--- src/rtl/alu_wb_sequencer.sv ---
// Wishbone-controlled operand/opcode holder and result capture sequencer
// for the 4-lane ALU. A START write runs a fixed-latency settle window,
// then the result and per-lane flags are latched and DONE is raised.
module alu_wb_sequencer #(
  parameter logic [31:0] BASE_ADDR = 32'h3000_0000,
  parameter int unsigned LATENCY   = 4
) (
  input  logic        wb_clk_i,
  input  logic        wb_rst_i,
  input  logic        wbs_cyc_i,
  input  logic        wbs_stb_i,
  input  logic        wbs_we_i,
  input  logic [3:0]  wbs_sel_i,
  input  logic [31:0] wbs_adr_i,
  input  logic [31:0] wbs_dat_i,
  output logic        wbs_ack_o,
  output logic [31:0] wbs_dat_o,
  output logic [63:0] alu_a_o,
  output logic [63:0] alu_b_o,
  output logic [3:0]  alu_op_o,
  input  logic [63:0] alu_result_i,
  input  logic [3:0]  alu_exception_i,
  input  logic [3:0]  alu_overflow_i,
  input  logic [3:0]  alu_underflow_i,
  output logic        irq_o
);

  typedef enum logic {
    IDLE = 1'b0,
    RUN  = 1'b1
  } state_t;

  localparam logic [5:0] W_CTRL   = 6'h00;
  localparam logic [5:0] W_STATUS = 6'h01;
  localparam logic [5:0] W_A_LO   = 6'h02;
  localparam logic [5:0] W_A_HI   = 6'h03;
  localparam logic [5:0] W_B_LO   = 6'h04;
  localparam logic [5:0] W_B_HI   = 6'h05;
  localparam logic [5:0] W_RES_LO = 6'h06;
  localparam logic [5:0] W_RES_HI = 6'h07;
  localparam logic [5:0] W_FLAGS  = 6'h08;

  localparam logic [3:0] CNT_LOAD = 4'(LATENCY - 1);

  state_t      state_q, state_d;
  logic [3:0]  cnt_q, cnt_d;
  logic        ack_q, ack_d;
  logic [31:0] dat_q, dat_d;
  logic [31:0] a_lo_q, a_lo_d, a_hi_q, a_hi_d;
  logic [31:0] b_lo_q, b_lo_d, b_hi_q, b_hi_d;
  logic [3:0]  op_q, op_d;
  logic        irq_en_q, irq_en_d;
  logic        done_q, done_d;
  logic        err_q, err_d;
  logic [63:0] res_q, res_d;
  logic [31:0] flags_q, flags_d;
  logic        irq_q, irq_d;

  logic        in_win, hit, wr, rd, busy, start;
  logic [5:0]  word;
  logic [31:0] rd_mux;
  logic        unused_adr;

  assign unused_adr = &{1'b0, wbs_adr_i[1:0]};

  // Byte-lane merge of write data into an existing register value.
  function automatic logic [31:0] merge(input logic [31:0] old_v,
                                        input logic [31:0] new_v,
                                        input logic [3:0]  sel);
    logic [31:0] r;
    r = old_v;
    for (int unsigned i = 0; i < 4; i++) begin
      if (sel[i]) r[i*8 +: 8] = new_v[i*8 +: 8];
    end
    return r;
  endfunction

  // Next-state: bus decode, register writes, FSM sequencing and capture.
  always_comb begin
    state_d  = state_q;
    cnt_d    = cnt_q;
    a_lo_d   = a_lo_q;
    a_hi_d   = a_hi_q;
    b_lo_d   = b_lo_q;
    b_hi_d   = b_hi_q;
    op_d     = op_q;
    irq_en_d = irq_en_q;
    done_d   = done_q;
    err_d    = err_q;
    res_d    = res_q;
    flags_d  = flags_q;
    start    = 1'b0;
    rd_mux   = '0;

    in_win = (wbs_adr_i[31:8] == BASE_ADDR[31:8]);
    hit    = wbs_cyc_i & wbs_stb_i & in_win;
    // Suppress an ack directly after an ack so each transfer is two cycles.
    ack_d  = hit & ~ack_q;
    wr     = ack_d & wbs_we_i;
    rd     = ack_d & ~wbs_we_i;
    word   = wbs_adr_i[7:2];
    busy   = (state_q == RUN);

    if (wr) begin
      case (word)
        W_CTRL: begin
          if (wbs_sel_i[0] && !busy) begin
            op_d  = wbs_dat_i[7:4];
            start = wbs_dat_i[0];
          end
          if (wbs_sel_i[1]) irq_en_d = wbs_dat_i[8];
        end
        W_STATUS: if (wbs_sel_i[0] && wbs_dat_i[1]) done_d = 1'b0;
        W_A_LO:   if (!busy) a_lo_d = merge(a_lo_q, wbs_dat_i, wbs_sel_i);
        W_A_HI:   if (!busy) a_hi_d = merge(a_hi_q, wbs_dat_i, wbs_sel_i);
        W_B_LO:   if (!busy) b_lo_d = merge(b_lo_q, wbs_dat_i, wbs_sel_i);
        W_B_HI:   if (!busy) b_hi_d = merge(b_hi_q, wbs_dat_i, wbs_sel_i);
        default: ;
      endcase
    end

    case (state_q)
      IDLE: begin
        if (start) begin
          state_d = RUN;
          cnt_d   = CNT_LOAD;
          done_d  = 1'b0;
        end
      end
      RUN: begin
        if (cnt_q == 4'd0) begin
          // Capture is applied after the W1C above so a set on the same edge wins.
          state_d = IDLE;
          res_d   = alu_result_i;
          flags_d = {12'b0, alu_underflow_i, 4'b0, alu_overflow_i, 4'b0, alu_exception_i};
          err_d   = |{alu_underflow_i, alu_overflow_i, alu_exception_i};
          done_d  = 1'b1;
        end else begin
          cnt_d = cnt_q - 4'd1;
        end
      end
      default: state_d = IDLE;
    endcase

    case (word)
      W_CTRL:   rd_mux = {23'b0, irq_en_q, op_q, 4'b0};
      W_STATUS: rd_mux = {29'b0, err_q, done_q, busy};
      W_A_LO:   rd_mux = a_lo_q;
      W_A_HI:   rd_mux = a_hi_q;
      W_B_LO:   rd_mux = b_lo_q;
      W_B_HI:   rd_mux = b_hi_q;
      W_RES_LO: rd_mux = res_q[31:0];
      W_RES_HI: rd_mux = res_q[63:32];
      W_FLAGS:  rd_mux = flags_q;
      default:  rd_mux = '0;
    endcase

    dat_d = rd ? rd_mux : '0;
    irq_d = done_q & irq_en_q;
  end

  // State registers with synchronous reset; a reset mid-run aborts the capture.
  always_ff @(posedge wb_clk_i) begin
    if (wb_rst_i) begin
      state_q  <= IDLE;
      cnt_q    <= '0;
      ack_q    <= 1'b0;
      dat_q    <= '0;
      a_lo_q   <= '0;
      a_hi_q   <= '0;
      b_lo_q   <= '0;
      b_hi_q   <= '0;
      op_q     <= '0;
      irq_en_q <= 1'b0;
      done_q   <= 1'b0;
      err_q    <= 1'b0;
      res_q    <= '0;
      flags_q  <= '0;
      irq_q    <= 1'b0;
    end else begin
      state_q  <= state_d;
      cnt_q    <= cnt_d;
      ack_q    <= ack_d;
      dat_q    <= dat_d;
      a_lo_q   <= a_lo_d;
      a_hi_q   <= a_hi_d;
      b_lo_q   <= b_lo_d;
      b_hi_q   <= b_hi_d;
      op_q     <= op_d;
      irq_en_q <= irq_en_d;
      done_q   <= done_d;
      err_q    <= err_d;
      res_q    <= res_d;
      flags_q  <= flags_d;
      irq_q    <= irq_d;
    end
  end

  assign wbs_ack_o = ack_q;
  assign wbs_dat_o = dat_q;
  assign alu_a_o   = {a_hi_q, a_lo_q};
  assign alu_b_o   = {b_hi_q, b_lo_q};
  assign alu_op_o  = op_q;
  assign irq_o     = irq_q;

endmodule

--- config.mk ---
export PLATFORM = sky130hd
export DESIGN_NAME = alu_wb_sequencer
export DESIGN_NICKNAME = d
export VERILOG_FILES = /design/src/rtl/alu_wb_sequencer.sv
export SDC_FILE = /design/constraint.sdc
export NUM_CORES = 1
export LEC_CHECK = 0
export BUFFER_PORTS_ARGS = -buffer_cell sky130_fd_sc_hd__buf_2
export CAP_MARGIN = 0
export CORE_MARGIN = 2
export CORE_UTILIZATION = 45
export DETAILED_ROUTE_END_ITERATION = 8
export PLACE_DENSITY_LB_ADDON = 0.12
export SLEW_MARGIN = 5
export SYNTH_ARGS = -nofsm -noshare
export SYNTH_HDL_FRONTEND = slang
export SYNTH_SLANG_ARGS = --single-unit
--- constraint.sdc ---
create_clock -name wb_clk_i -period 2.6 [get_ports wb_clk_i]
set_input_delay 0.52 -clock wb_clk_i [delete_from_list [all_inputs] [get_ports wb_clk_i]]
set_output_delay 0.52 -clock wb_clk_i [all_outputs]
set_load 0.1 [all_outputs]
==> flow_summary.json <==
{
  "status": "finished, final reports clean",
  "cts_buffer_depth": 3,
  "worstHoldStart": "alu_result_i[36]",
  "crit_chain": "buf_2",
  "synthArstFlopShare": 0,
  "finalCritPeriodShare": 0.744,
  "synth_nets": 1274,
  "leakagePower_nw": 6.19,
  "hold_viol_final": 0,
  "clk_latency_ps": 540,
  "die_h_um": 159,
  "post_cts_buffers": 0,
  "grt_overflow": 0,
  "critPathLaunchType": "register",
  "required_ps": 2080,
  "ant_nets": 0,
  "initial_utilization": 0.458,
  "grt_pass1_wl_um": 52300,
  "hold_end": "res_q[36]",
  "ys_top_cells_by_count": "dfxtp_1 (250), nand2_1 (169), nand2b_1 (166)",
  "place_ws_ps": 209,
  "cellPowerDensity_nw_per_um2": 600,
  "rows": 56,
  "irDropWorstVdd_uv": 411,
  "synthCells": 1123,
  "slew_headroom": 0.573,
  "final_cells": 1768,
  "finalInstanceArea_um2": 13800,
  "ctsResizeCount": 0,
  "cts-root-buf": "clkbuf_16",
  "seq_area_frac_synth": 0.466,
  "rsz0062_at_grt": "false",
  "areaGrowthSynthToFinish_pct": 28.7,
  "fin_skew_ps": 12.6,
  "crit_slowest_cell": "buf_2",
  "yosysTopAreaCell": "dfxtp_1",
  "netlist_area_um2": 10700,
  "grt_antenna_before_repair": 3,
  "placed_cells": 1713,
  "cp.arrival_ps": 1410,
  "placed_cell_area_um2": 12900,
  "top_layer_used": "met5",
  "rrSetupSlack_ps": 730,
  "seq_area_um2": 5000,
  "synth_area_leaders": "dfxtp_1 (47%), mux2i_1 (13%), nand2b_1 (9.7%)",
  "whs_ps": 211,
  "grt_pass1_vias": 8894,
  "drt_iter0_drc": 698,
  "cts_tree": "yes",
  "end_kind": "output pin",
  "synth_cell_types": 54,
  "yosys.area.top_type_share": 0.466,
  "synth_ff_type": "dfxtp_1",
  "grt_use_total": 0.271,
  "setup_ws_ps": 666,
  "fin_util": 0.589,
  "numCtsBuffers": 28,
  "fmax_ghz": 0.517,
  "synth_edf_count": 0,
  "vias": 9563,
  "wl_per_cell_um": 19.8,
  "max_cap_violations": 0,
  "die_area_um2": 25100,
  "setup_viol": 0,
  "nets": 1575,
  "multi_input_area_um2": 5350,
  "maxSlewViolCount": 0,
  "yosysMostFrequentCell": "dfxtp_1",
  "via_per_inst": 5.41,
  "crit_type": "reg -> out",
  "dr.pass1.iters": 6,
  "setup_tns_ps": 0,
  "synth.avg_cell_area_um2": 9.57,
  "route.detailed.drc": 0,
  "grt_max_degree": 71,
  "io_buffers": 312,
  "path_clk_slew_ps": 60,
  "ys_ff_latch": 250,
  "gp_congestion": 0.824,
  "hp-class": "in -> reg",
  "critPathBufInv": 1,
  "route.layer.met1.wl_um": 15300,
  "ios": 315,
  "cp_max_fo": 3,
  "holdPathStages": 3,
  "wl_um": 35000,
  "r2r_cells": 6,
  "chipWidth_um": 159,
  "wl_met2_um": 16000,
  "h-tree-depth": 1,
  "fillers": 2125,
  "rr_endpoint": "res_q[0]",
  "cts_sinks": 250,
  "critPathMaxStageDelay_ps": 470,
  "yosys_warnings": 0,
  "reg2reg_from": "cnt_q[0]",
  "critical-path-top-delay-family": "buffers and inverters",
  "hold_buffers": 0,
  "dp_hpwl_um": 24200,
  "finalCriticalPeriod_ps": 1930,
  "coreArea_um2": 23500,
  "dr_wl_met3_um": 2790,
  "drive_gt1_frac": 0.303,
  "worstMarginPinSlew_ps": 641,
  "finalPower_mw": 8.31
}
-- logic make-up after synthesis --
family,share of synthesized area
compound gates,0.133
fa+ha+maj,0.00233
buf+inv,0.0420
flops,0.466
mux,0.134
simple gates,0.223
-- state kept, by name (all words and copies together), names as in the netlist, 4 cells and up --
| name | count |
|---|---|
| a_hi_q | 32 |
| a_lo_q | 32 |
| alu_op_o | 4 |
| b_hi_q | 32 |
| b_lo_q | 32 |
| cnt_q | 4 |
| flags_q | 12 |
| res_q | 64 |
| wbs_dat_o | 32 |
-- routing by layer --
layer	global-route usage	vias up
li1	-	4589
met1	0.372	4549
met2	0.434	363
met5	0	-
met4	0.0798	2
met3	0.0533	60
-- placed cells by master, fill, tap and decap left out, types with 3 or more instances in the layout --
cell and n:
nor2_4 4, a22o_1 3, mux2_2 3, mux2i_1 140, o21ai_0 3, nand2_1 169, nor4_1 9, nand4_2 7
a22oi_1 78, nand4_4 5, nand4_1 8, diode_2 3, bufinv_16 3, clkbuf_8 5, clkinv_2 9, or4_1 3
nor3_1 8, dfxtp_1 250, a222oi_1 6, o2bb2ai_1 7, nor2_1 6, buf_2 311, clkbuf_16 29, buf_4 31
clkbuf_1 4, nand2b_1 166, and4_1 5, a21oi_1 76, and3_1 8, inv_1 3, buf_12 15, a31oi_1 34
-- worst max path at each step --
stage                             from  cells after the start      endpoint  slack, ps
after floorplan           wbs_adr_i[4]                      6  wbs_dat_o[2]        470
after global placement    wbs_adr_i[5]                      6    b_lo_q[10]        230
after CTS                    a_lo_q[0]                      1    alu_a_o[0]        650
after detailed placement  wbs_adr_i[5]                      6     b_lo_q[7]        210
final                        a_lo_q[0]                      1    alu_a_o[0]        670
after global routing          cnt_q[0]                      6      cnt_q[0]        450
-- cell type report --
class / count / share of cell area
Multi-Input combinational cell: 783 / 0.387
Sequential cell: 250 / 0.362
Timing Repair Buffer: 358 / 0.152
Clock buffer: 38 / 0.0585
Tap cell: 319 / 0.0289
Clock inverter: 14 / 0.0109
Inverter: 3 / 0.000814
Antenna cell: 3 / 0.000543
-- power breakdown --
group	internal, mW	leakage [nW]	switching [mW]	total, mW
Sequential	3.83	2.01	0.000000000383	3.83
Combinational	0.165	3.71	0.199	0.364
Clock	2.47	0.476	1.64	4.11
Note: power is estimated with default switching activity, not from simulation.
